--- src/rtl/l2_norm_datapath.sv ---
// Arithmetic core of the L2-norm block: a combinational 8-lane squarer/adder and a
// sequential Newton-iteration integer square root with start/done/available handshake.
module l2_norm_datapath (
  input  logic          clock,
  input  logic          reset,
  input  logic [63:0]   data_in,
  output logic [127:0]  squares_out,
  output logic [31:0]   sum_out,
  input  logic [31:0]   sqrt_in,
  input  logic          start,
  output logic [31:0]   sqrt_out,
  output logic          done,
  output logic          available
);

  localparam logic [2:0] ST_IDLE = 3'd0;
  localparam logic [2:0] ST_INIT = 3'd1;
  localparam logic [2:0] ST_DIV  = 3'd2;
  localparam logic [2:0] ST_UPD  = 3'd3;
  localparam logic [2:0] ST_DONE = 3'd4;

  function automatic logic [4:0] msb_index(input logic [31:0] v);
    logic [4:0] idx;
    idx = 5'd0;
    for (int i = 0; i < 32; i++) begin
      idx = v[i] ? 5'(i) : idx;
    end
    return idx;
  endfunction

  logic [15:0] sq_s [8];
  logic [31:0] sum_s;

  // Lane squares and their sum; 8 * 0xFE01 fits well inside 32 bits.
  always_comb begin
    sum_s       = 32'd0;
    squares_out = 128'd0;
    for (int i = 0; i < 8; i++) begin
      sq_s[i] = {8'd0, data_in[8*i +: 8]} * {8'd0, data_in[8*i +: 8]};
      squares_out[16*i +: 16] = sq_s[i];
      sum_s = sum_s + {16'd0, sq_s[i]};
    end
  end

  assign sum_out = sum_s;

  logic [2:0]  state_q, state_d;
  logic [31:0] n_q, n_d;
  logic [31:0] x_q, x_d;
  logic [31:0] rem_q, rem_d;
  logic [31:0] quo_q, quo_d;
  logic [4:0]  cnt_q, cnt_d;
  logic [31:0] sqrt_q, sqrt_d;
  logic        done_q, done_d;
  logic        avail_q, avail_d;

  logic [32:0] trial_s;
  logic [32:0] xn_s;
  logic [4:0]  msb_s;
  logic [31:0] x_init_s;

  assign trial_s  = {rem_q, quo_q[31]} - {1'b0, x_q};
  assign xn_s     = ({1'b0, x_q} + {1'b0, quo_q}) >> 1;
  assign msb_s    = msb_index(n_q);
  // Power of two at or above sqrt(n): 2^(floor(msb/2)+1).
  assign x_init_s = 32'd1 << ({1'b0, msb_s[4:1]} + 5'd1);

  // Square-root FSM next state: latch, seed, restoring divide, Newton update.
  always_comb begin
    state_d = state_q;
    n_d     = n_q;
    x_d     = x_q;
    rem_d   = rem_q;
    quo_d   = quo_q;
    cnt_d   = cnt_q;
    sqrt_d  = sqrt_q;
    case (state_q)
      ST_IDLE: begin
        if (start) begin
          n_d     = sqrt_in;
          state_d = ST_INIT;
        end else begin
          state_d = ST_IDLE;
        end
      end
      ST_INIT: begin
        if (n_q == 32'd0) begin
          sqrt_d  = 32'd0;
          state_d = ST_DONE;
        end else begin
          x_d     = x_init_s;
          rem_d   = 32'd0;
          quo_d   = n_q;
          cnt_d   = 5'd0;
          state_d = ST_DIV;
        end
      end
      ST_DIV: begin
        // Remainder stays below x (<= 65536), so 32 bits never overflow here.
        if (!trial_s[32]) begin
          rem_d = trial_s[31:0];
          quo_d = {quo_q[30:0], 1'b1};
        end else begin
          rem_d = {rem_q[30:0], quo_q[31]};
          quo_d = {quo_q[30:0], 1'b0};
        end
        if (cnt_q == 5'd31) begin
          state_d = ST_UPD;
        end else begin
          cnt_d = cnt_q + 5'd1;
        end
      end
      ST_UPD: begin
        if (xn_s >= {1'b0, x_q}) begin
          sqrt_d  = x_q;
          state_d = ST_DONE;
        end else begin
          x_d     = xn_s[31:0];
          rem_d   = 32'd0;
          quo_d   = n_q;
          cnt_d   = 5'd0;
          state_d = ST_DIV;
        end
      end
      ST_DONE: begin
        if (!start) begin
          state_d = ST_IDLE;
        end else begin
          state_d = ST_DONE;
        end
      end
      default: begin
        state_d = ST_IDLE;
      end
    endcase
    done_d  = (state_d == ST_DONE);
    avail_d = (state_d == ST_IDLE);
  end

  // State and output registers with synchronous reset.
  always_ff @(posedge clock) begin
    if (reset) begin
      state_q <= ST_IDLE;
      n_q     <= 32'd0;
      x_q     <= 32'd0;
      rem_q   <= 32'd0;
      quo_q   <= 32'd0;
      cnt_q   <= 5'd0;
      sqrt_q  <= 32'd0;
      done_q  <= 1'b0;
      avail_q <= 1'b1;
    end else begin
      state_q <= state_d;
      n_q     <= n_d;
      x_q     <= x_d;
      rem_q   <= rem_d;
      quo_q   <= quo_d;
      cnt_q   <= cnt_d;
      sqrt_q  <= sqrt_d;
      done_q  <= done_d;
      avail_q <= avail_d;
    end
  end

  assign sqrt_out  = sqrt_q;
  assign done      = done_q;
  assign available = avail_q;

endmodule

--- config.mk ---
export PLATFORM = sky130hd
export DESIGN_NAME = l2_norm_datapath
export DESIGN_NICKNAME = d
export VERILOG_FILES = /design/src/rtl/l2_norm_datapath.sv
export SDC_FILE = /design/constraint.sdc
export NUM_CORES = 1
export LEC_CHECK = 0
export BUFFER_PORTS_ARGS = -buffer_cell sky130_fd_sc_hd__buf_2
export CAP_MARGIN = 30
export CORE_AREA = 2 2 282 284
export DETAILED_ROUTE_END_ITERATION = 8
export DIE_AREA = 0 0 284 286
export SLEW_MARGIN = 30
export SYNTH_ARGS = -nofsm -noshare
export SYNTH_HDL_FRONTEND = slang
export SYNTH_SLANG_ARGS = --single-unit
--- constraint.sdc ---
create_clock -name clock -period 11.3 [get_ports clock]
set_clock_uncertainty 0.05 [all_clocks]
set_input_delay 1.695 -clock clock [delete_from_list [all_inputs] [get_ports clock]]
set_output_delay 1.695 -clock clock [all_outputs]
set_load 0.03 [all_outputs]
==> results of run 1 <==
-- cell type report --
| cell class | count | area share (%) |
|---|---|---|
| antenna | 7 | 0.0585 |
| sequential | 170 | 11.4 |
| timing repair buffer | 328 | 6.00 |
| inverter | 486 | 6.10 |
| clock inverter | 12 | 0.711 |
| tap | 1050 | 4.39 |
| multi-input combinational | 2398 | 69.9 |
| clock buffer | 19 | 1.48 |
-- worst min-delay path, stage by stage, from the launching register on --
cell and delay (ns):
sky130_fd_sc_hd__dfxtp_1 0.30, sky130_fd_sc_hd__nand2_1 0.05, sky130_fd_sc_hd__a21oi_1 0.05
-- what timing repair did --
item	CTS	global route
endpoints found under the setup margin	2	7
buffers inserted	0	2
resized for setup	1	54
pin swaps	2	11
-- layer usage --
| layer | GRT usage, % | part of all wire [%] | up-vias |
|---|---|---|---|
| met5 | 0 | 0.24 | - |
| met3 | 3.55 | 5.6 | 88 |
| li1 | - | - | 10918 |
| met2 | 29.0 | 46 | 433 |
| met4 | 4.18 | 2.0 | 28 |
| met1 | 24.1 | 47 | 10519 |
-- cells by family after synthesis --
kind of cell	share of synthesized area (%)
AND/OR/NAND/NOR	16.9
adder cells (fa/ha/maj)	38.5
buffers and inverters	9.21
AO/OA/AOI/OAI	15.3
XOR/XNOR	6.65
flip-flops	12.9
multiplexers	0.601
other	0.0284
-- through the flow --
| stage | std cells | hold slack (ns) | worst slack [ns] | setup TNS (ns) | cell area (um^2) |
|---|---|---|---|---|---|
| floorplan | 3177 | 0.400 | 0.0714 | 0 | 26500 |
| global placement | 4430 | 0.386 | 0.0484 | 0 | 29000 |
| detailed placement | 4430 | 0.392 | 0.00945 | 0 | 29000 |
| CTS | 4461 | 0.400 | 0.00791 | 0 | 29700 |
| global route | 4468 | 0.415 | -0.0587 | -0.0885 | 29900 |
| finish | 4470 | 0.398 | 0.297 | 0 | 29900 |
-- worst paths after layout --
kind / start / slack (ns) / endpoint
worst max-delay path: data_in[18] / 0.30 / sum_out[16]
worst min-delay path: sqrt_out[14] / 0.40 / sqrt_out[14]
worst max register to register: x_q[1] / 5.22 / sqrt_out[0]
worst min register to register: sqrt_out[14] / 0.40 / sqrt_out[14]
-- flip-flops by register name, indices dropped and copies added, names as in the netlist --
| register | count |
|---|---|
| n_q | 32 |
| quo_q | 32 |
| rem_q | 32 |
| sqrt_out | 32 |
| x_q | 32 |
| cnt_q | 5 |
| state_q | 3 |
| available | 1 |
| done | 1 |
-- cells in the final DEF, fill, tap and decap left out, types with 31 or more instances in the layout --
| cell | Yosys | routed |
|---|---|---|
| sky130_fd_sc_hd__inv_1 | 486 | 486 |
| sky130_fd_sc_hd__ha_1 | 356 | 354 |
| sky130_fd_sc_hd__nand2_1 | 323 | 322 |
| sky130_fd_sc_hd__fa_1 | 286 | 286 |
| sky130_fd_sc_hd__buf_2 | 9 | 266 |
| sky130_fd_sc_hd__a21oi_1 | 199 | 183 |
| sky130_fd_sc_hd__dfxtp_1 | 170 | 170 |
| sky130_fd_sc_hd__and2_1 | 160 | 157 |
| sky130_fd_sc_hd__nor2_1 | 154 | 151 |
| sky130_fd_sc_hd__xnor2_1 | 141 | 135 |
| sky130_fd_sc_hd__nand3_1 | 85 | 85 |
| sky130_fd_sc_hd__o21ai_0 | 87 | 81 |
| sky130_fd_sc_hd__buf_4 | 29 | 61 |
| sky130_fd_sc_hd__xor2_1 | 60 | 58 |
| sky130_fd_sc_hd__a21o_1 | 54 | 54 |
| sky130_fd_sc_hd__nor2b_1 | 41 | 40 |
| sky130_fd_sc_hd__nor3_1 | 34 | 33 |
| sky130_fd_sc_hd__a22oi_1 | 31 | 31 |
==> results.json, run 1 <==
{
  "outcome": "finished clean",
  "start_kind": "primary input",
  "synth_area_leader_cell": "sky130_fd_sc_hd__fa_1",
  "cp_max_fo": 6,
  "worst_path_dominant_cell_family": "adder cells",
  "fin_crit_share_pct": 97.4,
  "drt_drc_violations_left": 0,
  "timing.critical_path.arrival_ns": 9.26,
  "post_synth_main_area_contributors": "sky130_fd_sc_hd__fa_1, sky130_fd_sc_hd__ha_1, sky130_fd_sc_hd__dfxtp_1",
  "grt_start_max_net_pins": 75,
  "post_route_utilization_pct": 38.2,
  "clkSinkCount": 170,
  "flow.area_growth_from_synthesis_pct": 13.1,
  "worstPathRequired_ns": 9.56,
  "dr.pass1.iters": 6,
  "core_area_mm2": 0.0784,
  "synth_sequential_area_ratio_pct": 12.9,
  "num-fill-cells": 8243,
  "worst_setup_path_end_kind": "primary output",
  "final_max_slew_viol_count": 0,
  "clkLatencyLatePin_ns": 0.44,
  "hp-class": "register to register",
  "ys_warn_count": 0,
  "synth_common_cells": "sky130_fd_sc_hd__inv_1, sky130_fd_sc_hd__ha_1, sky130_fd_sc_hd__nand2_1, sky130_fd_sc_hd__fa_1, sky130_fd_sc_hd__a21oi_1",
  "synth_enable_flop_cells": 0,
  "drt_iter0_drc": 1153,
  "post_synth_inst_count": 3156,
  "initial_cell_density_of_the_core_pct": 33.8,
  "die_area_mm2": 0.0812,
  "max_cap_viol_count": 0,
  "cts.path.max_buffers": 2,
  "worstPathBufferInverterCount": 6,
  "htree_num_levels": 4,
  "finalHoldViolations": 0,
  "cts_hold_repair.buffers": 0,
  "num_rows": 103,
  "global_route.overflow_total": 0,
  "ys_types": 75,
  "die-width_um": 284,
  "cts.reportedPaths.clkPinSlew_ns": 0.06,
  "yosys_most_used_dff": "sky130_fd_sc_hd__dfxtp_1",
  "worst-r2r-cell-count": 21,
  "synth.most_common_cell": "sky130_fd_sc_hd__inv_1",
  "critical_path_class": "primary input to primary output",
  "grt_util_all_layers_pct": 17.7,
  "worst_path_most_repeated_cell": "sky130_fd_sc_hd__fa_1",
  "slew_headroom_pct": 40.6,
  "postSynthAreaPerCell_um2": 8.38,
  "initial_antenna_violation_count": 22,
  "die_h_um": 286,
  "crit_cells": 29,
  "detailedPlacementHpwl_um": 61700,
  "post_drt_via_cell_ratio": 4.92,
  "multi_input_comb_area_mm2": 0.0209,
  "first_pass_grt_wire_length_um": 116000,
  "cts_made_buffers": 17,
  "ys_ff_latch": 170,
  "tightestPinTransition_ns": 0.888,
  "critPathSlowestCell": "sky130_fd_sc_hd__fa_1",
  "grt_pass1_vias": 21497,
  "totalWireLength_um": 72500,
  "avgRoutedWirePerCell_um": 16.2,
  "mapped_area_mm2": 0.0265,
  "max_stage_delay_ns": 0.54,
  "tritoncts_clock_tree": "built",
  "max_freq_mhz": 90.9,
  "num_vias": 21986,
  "num_io_pins": 293,
  "drive_above_1_share_pct": 13.4,
  "io_buffer_count": 271,
  "setup_viol": 0,
  "fin_nets": 4142,
  "synth_top_cell_area_share_pct": 21.6,
  "ctsRootBufferMaster": "sky130_fd_sc_hd__clkbuf_16",
  "postSynth.asyncResetShare_pct": 0,
  "whs_path_depth": 2,
  "layout.area.seq_mm2": 0.00340,
  "final.min_clock_period_ns": 11.00,
  "final_weighted_congestion_of_routability_driven_global_placement": 0.885,
  "drtAntennaViolNets": 0
}
Power of run 1 is not shown: default switching activity piles up to over one toggle a cycle in this logic, so the estimate is an artifact.
==> inputs of run 2 (changes only) <==
Settings changed: CORE_AREA 2 2 282 284 to 2 2 213 215, DIE_AREA 0 0 284 286 to 0 0 215 217, PLACE_DENSITY from default to 0.81.
==> run 2 against run 1 <==
- fmax decreased by 0.57%
- register-to-register slack barely moved
- worst setup slack worse by 0.063 ns
- sequential share of layout area up 0.32 points
- clock-buffer cell count down 1
- flip-flop and latch count stayed put
- wire length is 6.3% lower
- critical endpoint unchanged
- highest routed layer unchanged
==> results.json, run 2 (synthesized netlist as in run 1, its figures left out) <==
{
  "timing.critical_path.arrival_ns": 9.32,
  "outcome": "finished clean",
  "cp_max_fo": 6,
  "slew_headroom_pct": 34.1,
  "multi_input_comb_area_mm2": 0.0209,
  "worstPathRequired_ns": 9.56,
  "ctsRootBufferMaster": "sky130_fd_sc_hd__clkbuf_16",
  "grt_pass1_vias": 21873,
  "cts_hold_repair.buffers": 0,
  "grt_start_max_net_pins": 82,
  "critical_path_class": "primary input to primary output",
  "io_buffer_count": 271,
  "num-fill-cells": 3848,
  "drt_drc_violations_left": 0,
  "cts.path.max_buffers": 2,
  "final.min_clock_period_ns": 11.07,
  "num_vias": 22493,
  "avgRoutedWirePerCell_um": 17.0,
  "max_cap_viol_count": 0,
  "clkLatencyLatePin_ns": 0.44,
  "die_area_mm2": 0.0467,
  "hp-class": "register to register",
  "die-width_um": 215,
  "num_io_pins": 293,
  "finalHoldViolations": 0,
  "initial_antenna_violation_count": 15,
  "start_kind": "primary input",
  "setup_viol": 0,
  "drive_above_1_share_pct": 12.7,
  "max_freq_mhz": 90.4,
  "fin_nets": 4117,
  "die_h_um": 217,
  "layout.area.seq_mm2": 0.00340,
  "worst_setup_path_end_kind": "primary output",
  "core_area_mm2": 0.0447,
  "flow.area_growth_from_synthesis_pct": 10.1,
  "max_stage_delay_ns": 0.56,
  "mostFrequentLayoutCells": "sky130_fd_sc_hd__inv_1, sky130_fd_sc_hd__ha_1, sky130_fd_sc_hd__nand2_1, sky130_fd_sc_hd__fa_1, sky130_fd_sc_hd__buf_2",
  "grt_util_all_layers_pct": 29.3,
  "post_route_utilization_pct": 65.1,
  "fin_crit_share_pct": 97.9,
  "cts_made_buffers": 17,
  "detailedPlacementHpwl_um": 56600,
  "placedCellCount": 3955,
  "critPathSlowestCell": "sky130_fd_sc_hd__fa_1",
  "final_common_cell": "sky130_fd_sc_hd__inv_1",
  "global_route.overflow_total": 0,
  "final_weighted_congestion_of_routability_driven_global_placement": 0.970,
  "clkSinkCount": 170,
  "tritoncts_clock_tree": "built",
  "stdcell_count": 3996,
  "dr.pass1.iters": 8,
  "num_rows": 78,
  "initial_cell_density_of_the_core_pct": 59.2,
  "htree_num_levels": 4,
  "drtAntennaViolNets": 0,
  "tightestPinTransition_ns": 0.986,
  "totalWireLength_um": 67900,
  "post_drt_via_cell_ratio": 5.63,
  "drt_iter0_drc": 1484,
  "worst_path_most_repeated_cell": "sky130_fd_sc_hd__fa_1",
  "first_pass_grt_wire_length_um": 111000,
  "cts.reportedPaths.clkPinSlew_ns": 0.07,
  "final_max_slew_viol_count": 0
}
## run 2: changes by cell type in the layout (fill, tap and decap cells not counted), sizes merged
cell      before  now
buf          327  301
clkinv         2    6
clkinvlp       1    0
inv          490  494
bufinv         5    0
## run 2: timing repair
action / in CTS / in global routing
setup buffers: 0 / 2
pin swaps: 1 / 13
endpoints found under the setup margin: 3 / 7
gates resized for setup: 3 / 50
hold endpoints to repair: 0 / 0
## run 2: area by class of cell
cell class              count  share of cell area (%)
clock inverters            14                   0.516
clock buffers              18                    1.51
diodes                      7                  0.0602
repair buffers            303                    5.53
well taps                 600                    2.58
flip-flops and latches    170                    11.7
multi-input cells        2398                    71.9
inverters                 486                    6.27
## run 2: per-stage QoR
step | setup WS [ns] | area (um^2) | setup TNS (ns) | hold WS, ns
3_3_place_gp | -0.0786 | 28300 | -0.0786 | 0.386
4_1_cts | 0.00863 | 28900 | 0 | 0.401
5_1_grt | -0.0273 | 29100 | -0.0582 | 0.411
3_5_place_dp | -0.178 | 28300 | -0.257 | 0.391
2_1_floorplan | 0.0714 | 26500 | 0 | 0.400
6_report | 0.234 | 29100 | 0 | 0.397
## run 2: per-layer routing
| layer | track usage [%] | vias to the layer above | routed length, um |
|---|---|---|---|
| li1 | - | 10879 | - |
| met2 | 48.0 | 677 | 31600 |
| met3 | 5.39 | 148 | 4790 |
| met1 | 38.8 | 10773 | 28900 |
| met5 | 0 | - | 104 |
| met4 | 10.8 | 16 | 2540 |
## run 2: worst max-delay path, delay by kind of cell
kind / cells / cell delay, ns
xor+xnor: 2 / 0.31
simple gates: 5 / 1.25
fa+ha+maj: 10 / 4.41
buf+inv: 6 / 0.56
compound gates: 6 / 1.08
## run 2: worst paths after layout
check	start	endpoint	cells after the start	slack [ns]
setup / recovery	data_in[18]	sum_out[16]	29	0.23
hold / removal	sqrt_out[16]	sqrt_out[16]	2	0.40
setup reg to reg	x_q[1]	x_q[4]	19	5.22
hold reg to reg	sqrt_out[16]	sqrt_out[16]	2	0.40
Power of run 2 is left out for the same reason.
